## src/rtl/regfile_write_arbiter.sv

```systemverilog
// ---------------------------------------------------------------------------
// regfile_write_arbiter
//
// Purpose:
//   Shares the register file's single write port between pipeline writeback
//   (WB) and the multiply/divide unit (MDU).
//   - WB always has priority and is never back-pressured.
//   - MDU results enter a 1-entry holding buffer through a valid/ready
//     handshake. A held result is written whenever WB leaves the port free.
//   - If WB blocks a held result for MAX_WAIT cycles, stall_req is raised so
//     that the pipeline inserts a WB bubble.
//   - A 32-bit scoreboard tracks registers with an outstanding MDU write.
//     It drives a decode-stage read-hazard flag.
//
// Optional feature (macro REGARB_BYPASS_EN):
//   When the macro is defined, an MDU result offered while the buffer is
//   empty and WB is idle is written straight to the register file in the
//   same cycle. The buffer is not loaded in that case.
//   When the macro is undefined, every MDU result passes through the buffer.
//
// Parameters:
//   MAX_WAIT  cycles a held result may be blocked by WB before stall_req (1..15)
//   WAIT_W    width of the wait counter
//
// Ports:
//   clk           system clock, all state updates on posedge
//   rst_n         asynchronous active-low reset
//   wb_we/wb_reg/wb_data        writeback write request
//   mdu_valid/mdu_ready         MDU result handshake
//   mdu_reg/mdu_data            MDU result destination and data
//   issue_valid/issue_reg       MDU operation issued, and its destination
//   rd_reg1/rd_reg2             decode-stage read indices
//   rd_hazard     a read index has a pending MDU write
//   stall_req     request for a WB bubble (registered, high in FORCE)
//   rf_we/rf_wreg/rf_wdata      register file write port
//   pending_mask  scoreboard, bit i = register i has a pending MDU write
//
// States:
//   state   | meaning
//   --------+-------------------------------------------------------------
//   S_EMPTY | holding buffer empty, mdu_ready=1
//   S_HELD  | buffer holds a result waiting for a free write port
//   S_FORCE | held result starved by WB, stall_req asserted until drained
// ---------------------------------------------------------------------------
module regfile_write_arbiter #(
    parameter int MAX_WAIT = 4,
    parameter int WAIT_W   = 4
) (
    input  logic        clk,
    input  logic        rst_n,
    input  logic        wb_we,
    input  logic [4:0]  wb_reg,
    input  logic [31:0] wb_data,
    input  logic        mdu_valid,
    output logic        mdu_ready,
    input  logic [4:0]  mdu_reg,
    input  logic [31:0] mdu_data,
    input  logic        issue_valid,
    input  logic [4:0]  issue_reg,
    input  logic [4:0]  rd_reg1,
    input  logic [4:0]  rd_reg2,
    output logic        rd_hazard,
    output logic        stall_req,
    output logic        rf_we,
    output logic [4:0]  rf_wreg,
    output logic [31:0] rf_wdata,
    output logic [31:0] pending_mask
);

    typedef enum logic [1:0] {
        S_EMPTY = 2'd0,
        S_HELD  = 2'd1,
        S_FORCE = 2'd2
    } state_t;

    localparam logic [WAIT_W-1:0] WAIT_LAST = WAIT_W'(MAX_WAIT - 1);
    localparam logic [WAIT_W-1:0] WAIT_SAT  = WAIT_W'(MAX_WAIT);

    state_t              state_q;
    state_t              state_nx;
    logic [WAIT_W-1:0]   wait_q;
    logic [WAIT_W-1:0]   wait_nx;
    logic [4:0]          buf_reg_q;
    logic [31:0]         buf_data_q;
    logic [31:0]         pending_q;
    logic [31:0]         pending_nx;
    logic [31:0]         set_mask;
    logic [31:0]         clr_mask;

    logic wb_active;
    logic buf_full;
    logic drain;
    logic blocked;
    logic bypass;
    logic capture;

    // Register 0 is a sink: a WB write to it does not claim the port.
    assign wb_active = wb_we & (wb_reg != 5'd0);
    assign buf_full  = (state_q != S_EMPTY);
    assign drain     = buf_full & ~wb_active;
    assign blocked   = buf_full & wb_active;

`ifdef REGARB_BYPASS_EN
    assign bypass    = ~buf_full & ~wb_active & mdu_valid;
`else
    assign bypass    = 1'b0;
`endif

    // Ready is derived purely from registered state. A bypassed result
    // never loads the buffer.
    assign mdu_ready = ~buf_full;
    assign capture   = mdu_valid & ~buf_full & ~bypass;

    assign stall_req    = (state_q == S_FORCE);
    assign pending_mask = pending_q;
    assign rd_hazard    = pending_q[rd_reg1] | pending_q[rd_reg2];

    // ------------------------------------------------------------------
    // FSM and wait counter
    // ------------------------------------------------------------------
    always_ff @(posedge clk or negedge rst_n) begin
        if (!rst_n) begin
            state_q <= S_EMPTY;
            wait_q  <= '0;
        end else begin
            state_q <= state_nx;
            wait_q  <= wait_nx;
        end
    end

    always_comb begin
        state_nx = state_q;
        wait_nx  = wait_q;
        case (state_q)
            S_EMPTY: begin
                wait_nx = '0;
                if (capture) begin
                    state_nx = S_HELD;
                end
            end
            S_HELD: begin
                if (drain) begin
                    state_nx = S_EMPTY;
                    wait_nx  = '0;
                end else if (blocked) begin
                    if (wait_q == WAIT_LAST) begin
                        state_nx = S_FORCE;
                    end
                    if (wait_q != WAIT_SAT) begin
                        wait_nx = wait_q + 1'b1;
                    end
                end
            end
            S_FORCE: begin
                // WB keeps priority even if the pipeline ignores stall_req.
                if (drain) begin
                    state_nx = S_EMPTY;
                    wait_nx  = '0;
                end else if (blocked && (wait_q != WAIT_SAT)) begin
                    wait_nx = wait_q + 1'b1;
                end
            end
            default: begin
                state_nx = S_EMPTY;
                wait_nx  = '0;
            end
        endcase
    end

    // ------------------------------------------------------------------
    // Holding buffer
    // ------------------------------------------------------------------
    always_ff @(posedge clk or negedge rst_n) begin
        if (!rst_n) begin
            buf_reg_q  <= 5'd0;
            buf_data_q <= 32'd0;
        end else if (capture) begin
            buf_reg_q  <= mdu_reg;
            buf_data_q <= mdu_data;
        end else if (drain) begin
            buf_reg_q  <= 5'd0;
            buf_data_q <= 32'd0;
        end
    end

    // ------------------------------------------------------------------
    // Write port select. This path is combinational because the register
    // file commits on the falling edge of the same cycle.
    // ------------------------------------------------------------------
    always_comb begin
        rf_we    = 1'b0;
        rf_wreg  = 5'd0;
        rf_wdata = 32'd0;
        if (wb_active) begin
            rf_we    = 1'b1;
            rf_wreg  = wb_reg;
            rf_wdata = wb_data;
        end else if (buf_full) begin
            rf_we    = (buf_reg_q != 5'd0);
            rf_wreg  = buf_reg_q;
            rf_wdata = buf_data_q;
        end
`ifdef REGARB_BYPASS_EN
        else if (bypass) begin
            rf_we    = (mdu_reg != 5'd0);
            rf_wreg  = mdu_reg;
            rf_wdata = mdu_data;
        end
`endif
    end

    // ------------------------------------------------------------------
    // Pending-write scoreboard. Set beats clear on the same register
    // because the issue is the younger operation. Bit 0 is never set.
    // ------------------------------------------------------------------
    always_comb begin
        set_mask = 32'd0;
        clr_mask = 32'd0;
        if (issue_valid && (issue_reg != 5'd0)) begin
            set_mask[issue_reg] = 1'b1;
        end
        if (drain) begin
            clr_mask[buf_reg_q] = 1'b1;
        end
        if (bypass) begin
            clr_mask[mdu_reg] = 1'b1;
        end
        pending_nx = ((pending_q & ~clr_mask) | set_mask) & ~32'd1;
    end

    always_ff @(posedge clk or negedge rst_n) begin
        if (!rst_n) begin
            pending_q <= 32'd0;
        end else begin
            pending_q <= pending_nx;
        end
    end

endmodule

```

## config.mk

```make
export PLATFORM = sky130hd
export DESIGN_NAME = regfile_write_arbiter
export DESIGN_NICKNAME = d
export VERILOG_FILES = /design/src/rtl/regfile_write_arbiter.sv
export SDC_FILE = /design/constraint.sdc
export NUM_CORES = 1
export LEC_CHECK = 0
export ABC_AREA = 1
export CORE_MARGIN = 2
export CORE_UTILIZATION = 41
export DETAILED_ROUTE_END_ITERATION = 8
export HOLD_SLACK_MARGIN = 0.03
export PLACE_DENSITY = 0.77
export SKIP_LAST_GASP = 1
export SYNTH_ARGS = -nofsm -noshare
export SYNTH_HDL_FRONTEND = slang
export SYNTH_SLANG_ARGS = --single-unit
```

## constraint.sdc

```tcl
create_clock -name clk -period 1.5 [get_ports clk]
set_input_delay 0.225 -clock clk [delete_from_list [all_inputs] [get_ports clk]]
set_output_delay 0.225 -clock clk [all_outputs]
set_load 0.01 [all_outputs]
```

---- After elaboration in Yosys (flattened, before gate mapping) ----
Cells that the tools add are included.
storage, ports and cells
  flip-flop bits (word level) ............. 74
  bits in latches ......................... 0
  bits in read-only memories .............. 0
  input port bits ......................... 94
  word-level logic and storage cells ...... 76
  memories kept ........................... 0
  RAM bits ................................ 0
cells by class
  bitwise gates (word level) .............. 10
  multipliers ............................. 0
  order comparisons ....................... 6
  reductions and logical operators ........ 12
  eq/ne operators ......................... 10
  shift operators ......................... 0
  multiplexer cells ....................... 32
  div/mod/pow operators ................... 0
  $add $sub $neg .......................... 1
operators with widths
  cell                   number
  $mux W32               6
  $and A32 B32 Y32       1
  $not A32 Y32           1
  $or A32 B32 Y32        1
  $lt A5 B6 Y1 const B   4
  $mux W4                5
  $mux W5                4
  $reduce_bool A5 Y1     3
  $bmux W1 S5            2
  $demux W1 S5           2
  $ge A5 B1 Y1 const B   2
  $mux W2                5
  $ne A3 B3 Y1 const B   3
  $pmux W4 S2            1
  $mux W1                6
  $pmux W2 S3            1
  $add A4 B1 Y4 const B  1
  $and A1 B1 Y1          4
  $eq A4 B2 Y1 const B   1
  $logic_and A1 B1 Y1    4
  $ne A4 B3 Y1 const B   1
  $reduce_and A4 Y1      1
  $reduce_bool A2 Y1     2
  $ne A3 B1 Y1 const B   1
  8 further kinds        9

---- Depth between registers and ports, before layout ----
  word-level depth ........................ 8
  gate-level depth with buffers ........... 11
  gate-level depth less buffers ........... 9

---- Least setup slack after synthesis ----
Ideal clock, no wire load.
  path type ............................... register -> output
  start ................................... register state_q[0]
  end ..................................... output port rf_wdata[0]
  data required time ...................... 1275 ps
  path slack .............................. -183 ps
  stages on the path, launching flop included .. 8
  arrival ................................. 1458 ps
  cell sequence ........................... dfrtp_1 -> inv_1 -> ha_1 -> inv_1 -> nand2_2 -> buf_6 -> buf_2 -> o21ai_0
on the way
  cells in the longest elaborated chain, start to end .. 3
ends and longest elaborated chain
  item                      line  RTL
  start: declaration        79    state_t state_q;
  start signal: assignment  126   state_q <= state_nx;
  $reduce_bool A2 Y1        99    assign buf_full = (state_q != S_EMPTY);
  $mux W32                  198   end else if (buf_full) begin
  $mux W32                  194   if (wb_active) begin
  end: declaration          66    output logic [31:0] rf_wdata,
Every way passes these cells.

---- Final worst setup path ----
  start ................................... register state_q[0]
  end ..................................... output port rf_wdata[26]
The elaborated chain is that of the path after synthesis.

==> results.toml <==
[setup_path]
cp_max_fo = 7
slowest_delay_ps = 370
cp-end-kind = "output pin"
slowest_stage = "dfrtp_1"
cp_top_family = "buffers and inverters"
start_kind = "flop"
worstPathArrival_ps = 1610
path_class = "flop to output pin"
critPathRequiredTime_ps = 1270
path_cells = "inv_2, ha_4, inv_6, nand2_8, clkbuf_16, o21ai_2, buf_2"
cp_num_buf_inv = 4

[power]
intPower_mw = 7.41
power_frac_clock_pct = 12.9
power.density_nw_per_um2 = 1650
p_sw_mw = 5.62
p_total_mw = 13.0
switching_share_pct = 43.1
leakagePower_nw = 3.80
peakVddDrop_mv = 0.906
pwr-share-seq_pct = 25.7
power_frac_comb_pct = 61.4

[synthesis]
synth.top_cells.by_area = "dfrtp_1, nand3_1, o21ai_0"
yosysTopAreaCell = "dfrtp_1"
syn_area_per_cell_um2 = 7.11
synth_seq_area_share_pct = 41.3
synth_cell_types = 26
synthFlopType = "dfrtp_1"
synthCells = 630
synthMostInstantiatedCell = "nand3_1"
syn-num-nets = 730
ys_top_cells_by_count = "nand3_1, nand2_1, inv_1, o21ai_0, dfrtp_1"
synth_edf_count = 0
yosys_warnings = 0
ys_async_sr_fraction_pct = 100
synth_top_area_share_pct = 41.3
synth_seq_cells = 74
syn_area_um2 = 4480

[sta]
hold_violations = 0
setup-violations-final = 75
drv_slew = 0
tightest_slew_ps = 547
slew_headroom_pct = 63.4
min_period_ps = 1840
finalWorstSetupSlack_ps = -337
fmax_ghz = 0.544
whs_ps = 415
fin_worst_skew_ps = 14.0
period_share_pct = 122
rsz0062_at_grt = "true"

[global_route]
antenna_found_initial = 0
overflow = 0
first_global_vias = 5793
grt_pass1_wl_um = 29100
grt_use_total_pct = 32.1
grt_max_degree = 75

[route]
wl_per_cell_um = 18.2
vias_per_cell = 5.60
drc = 0
vias = 5913
first_pass_iters = 5
initialDrtViolationCount = 405
wl_um = 19200
ant_nets = 0

[place]
hpwl_um = 12800
gp_congestion = 0.889
io_buffers = 165

[cts]
cts_tree = "done"
root_buffer = "clkbuf_8"
htreeDepth = 3
cts.clk_slew.worst_paths_ps = 80
cts_buffers = 9
clk_path_buf_depth = 2
clk_latency_ps = 370
clkSinkCount = 74

[hold_path]
hp-class = "input pin to async pin"

[run_status]
violations = "setup timing"
status = "complete, but fails checks"

[floorplan]
core_um2 = 10700
fp.dieW_um = 109
rows = 38
die_area_um2 = 11800
initial_core_util_pct = 41.7
die_y_um = 109
ioPinCount = 167

[final_layout]
syn_to_final_growth_pct = 76.2
drive_gt1_share_pct = 33.7
multi_input_area_um2 = 2550
regArea_um2 = 1850
final_nets = 1011
n_antenna_cell = 0
nFillCells = 800

[flow_run]
maxCapViolCount = 0
-- registers in the layout (all words and copies together), names as in the netlist --
name / cells
buf_data_q: 32
state_q: 2
wait_q: 4
pending_mask: 31
buf_reg_q: 5
-- timing repair --
item | 4_1_cts | 5_1_grt
resized for setup | 289 | 104
cloned | 8 | 1
setup buffers | 14 | 7
hold buffers | 1 | 0
pin swaps | 16 | 12
endpoints found under the setup margin | 146 | 114
hold endpoints to repair | 74 | 0
-- worst reg2reg max path: cells and delay by family, from the launching register on --
kind | cells | cell delay (ps)
buffers and inverters | 5 | 540
adder cells (fa/ha/maj) | 1 | 170
flip-flops | 1 | 400
AND/OR/NAND/NOR | 5 | 510
-- power groups by stage --
stage          logic, mW  registers, mW  clock network, mW
6_report            8.00           3.35               1.68
5_1_grt             8.55           3.42               1.78
4_1_cts             7.04           3.30               1.67
3_5_place_dp        6.19           3.33                  0
3_3_place_gp        6.04           3.30                  0
2_1_floorplan       2.71           3.35                  0
-- final cells by class --
| cell class | count | area share, % |
|---|---|---|
| clock inverter | 5 | 0.792 |
| tap | 140 | 2.22 |
| multi-input combinational | 426 | 32.3 |
| clock buffer | 11 | 1.92 |
| timing repair buffer | 305 | 34.7 |
| inverter | 95 | 4.61 |
| sequential | 74 | 23.5 |
-- cells by family after synthesis --
family / Yosys count / synth area share (%)
xor+xnor: 2 / 0.391
simple gates: 296 / 30.2
other cells: 1 / 0.0837
flops: 74 / 41.3
buf+inv: 130 / 11.9
fa+ha+maj: 6 / 1.67
compound gates: 121 / 14.4
-- path summary, 6_finish.rpt --
kind / slack [ps] / from / endpoint / depth (start not counted)
min in group clk: 420 / mdu_data[11] / buf_data_q[11]$_DFFE_PN0P_ / 3
max: -340 / state_q[0]$_DFFE_PN0P_ / rf_wdata[26] / 7
max in group asynchronous: 760 / rst_n / buf_data_q[31]$_DFFE_PN0P_ / 3
max reg2reg: -210 / state_q[0]$_DFFE_PN0P_ / state_q[1]$_DFFE_PN0P_ / 11
min: 420 / rst_n / buf_data_q[4]$_DFFE_PN0P_ / 3
min reg2reg: 540 / buf_data_q[31]$_DFFE_PN0P_ / buf_data_q[31]$_DFFE_PN0P_ / 2
-- metrics by stage --
step | util (%) | instance area [um2] | TNS (ps) | setup slack, ps | cells
2_1_floorplan | - | 4580 | -657 | -23.9 | 630
3_3_place_gp | 66.4 | 7140 | -53780 | -734 | 1014
3_5_place_dp | 66.4 | 7140 | -58880 | -763 | 1014
4_1_cts | 70.6 | 7590 | -10630 | -295 | 1051
5_1_grt | 73.5 | 7900 | -20680 | -402 | 1056
6_report | 73.5 | 7900 | -14440 | -337 | 1056
-- cell usage in the layout (no fill, tap or decap), types with 2 or more instances in the layout --
| cell type | netlist | routed |
|---|---|---|
| nand2_8 | 0 | 2 |
| o21ai_2 | 0 | 50 |
| clkbuf_8 | 0 | 11 |
| bufbuf_16 | 0 | 2 |
| nand4_1 | 2 | 2 |
| dfrtp_1 | 74 | 73 |
| o21ai_1 | 6 | 35 |
| o21ai_0 | 94 | 14 |
| buf_4 | 2 | 111 |
| nor2_2 | 1 | 2 |
| ha_4 | 0 | 2 |
| clkdlybuf4s50_1 | 0 | 87 |
| buf_2 | 8 | 42 |
| buf_6 | 4 | 17 |
| nand3_2 | 1 | 5 |
| inv_2 | 1 | 10 |
| nand2_4 | 0 | 3 |
| nor3_4 | 0 | 5 |
| inv_1 | 94 | 83 |
| nand3_1 | 150 | 146 |
| nand2_2 | 4 | 7 |
| buf_8 | 0 | 2 |
| nor3_1 | 23 | 3 |
| ha_1 | 6 | 4 |
| buf_12 | 0 | 7 |
| clkinvlp_4 | 0 | 2 |
| clkinv_4 | 0 | 2 |
| o22ai_1 | 17 | 16 |
| nor3_2 | 0 | 15 |
| nand2_1 | 102 | 94 |
| dlygate4sd2_1 | 0 | 32 |
| buf_16 | 0 | 3 |
| nor2_1 | 13 | 12 |
-- layer usage --
metal  wire length, um  global-route usage [%]  vias to the layer above  share of wire, %
li1                  -                       -                     2668                 -
met1              7070                    37.6                     2802                37
met2              9740                    55.8                      364                51
met3              1600                    7.05                       79               8.3
met4               823                    15.1                        0               4.3
met5                 0                       0                        -                 0
Power figures use the tool's default switching activity.
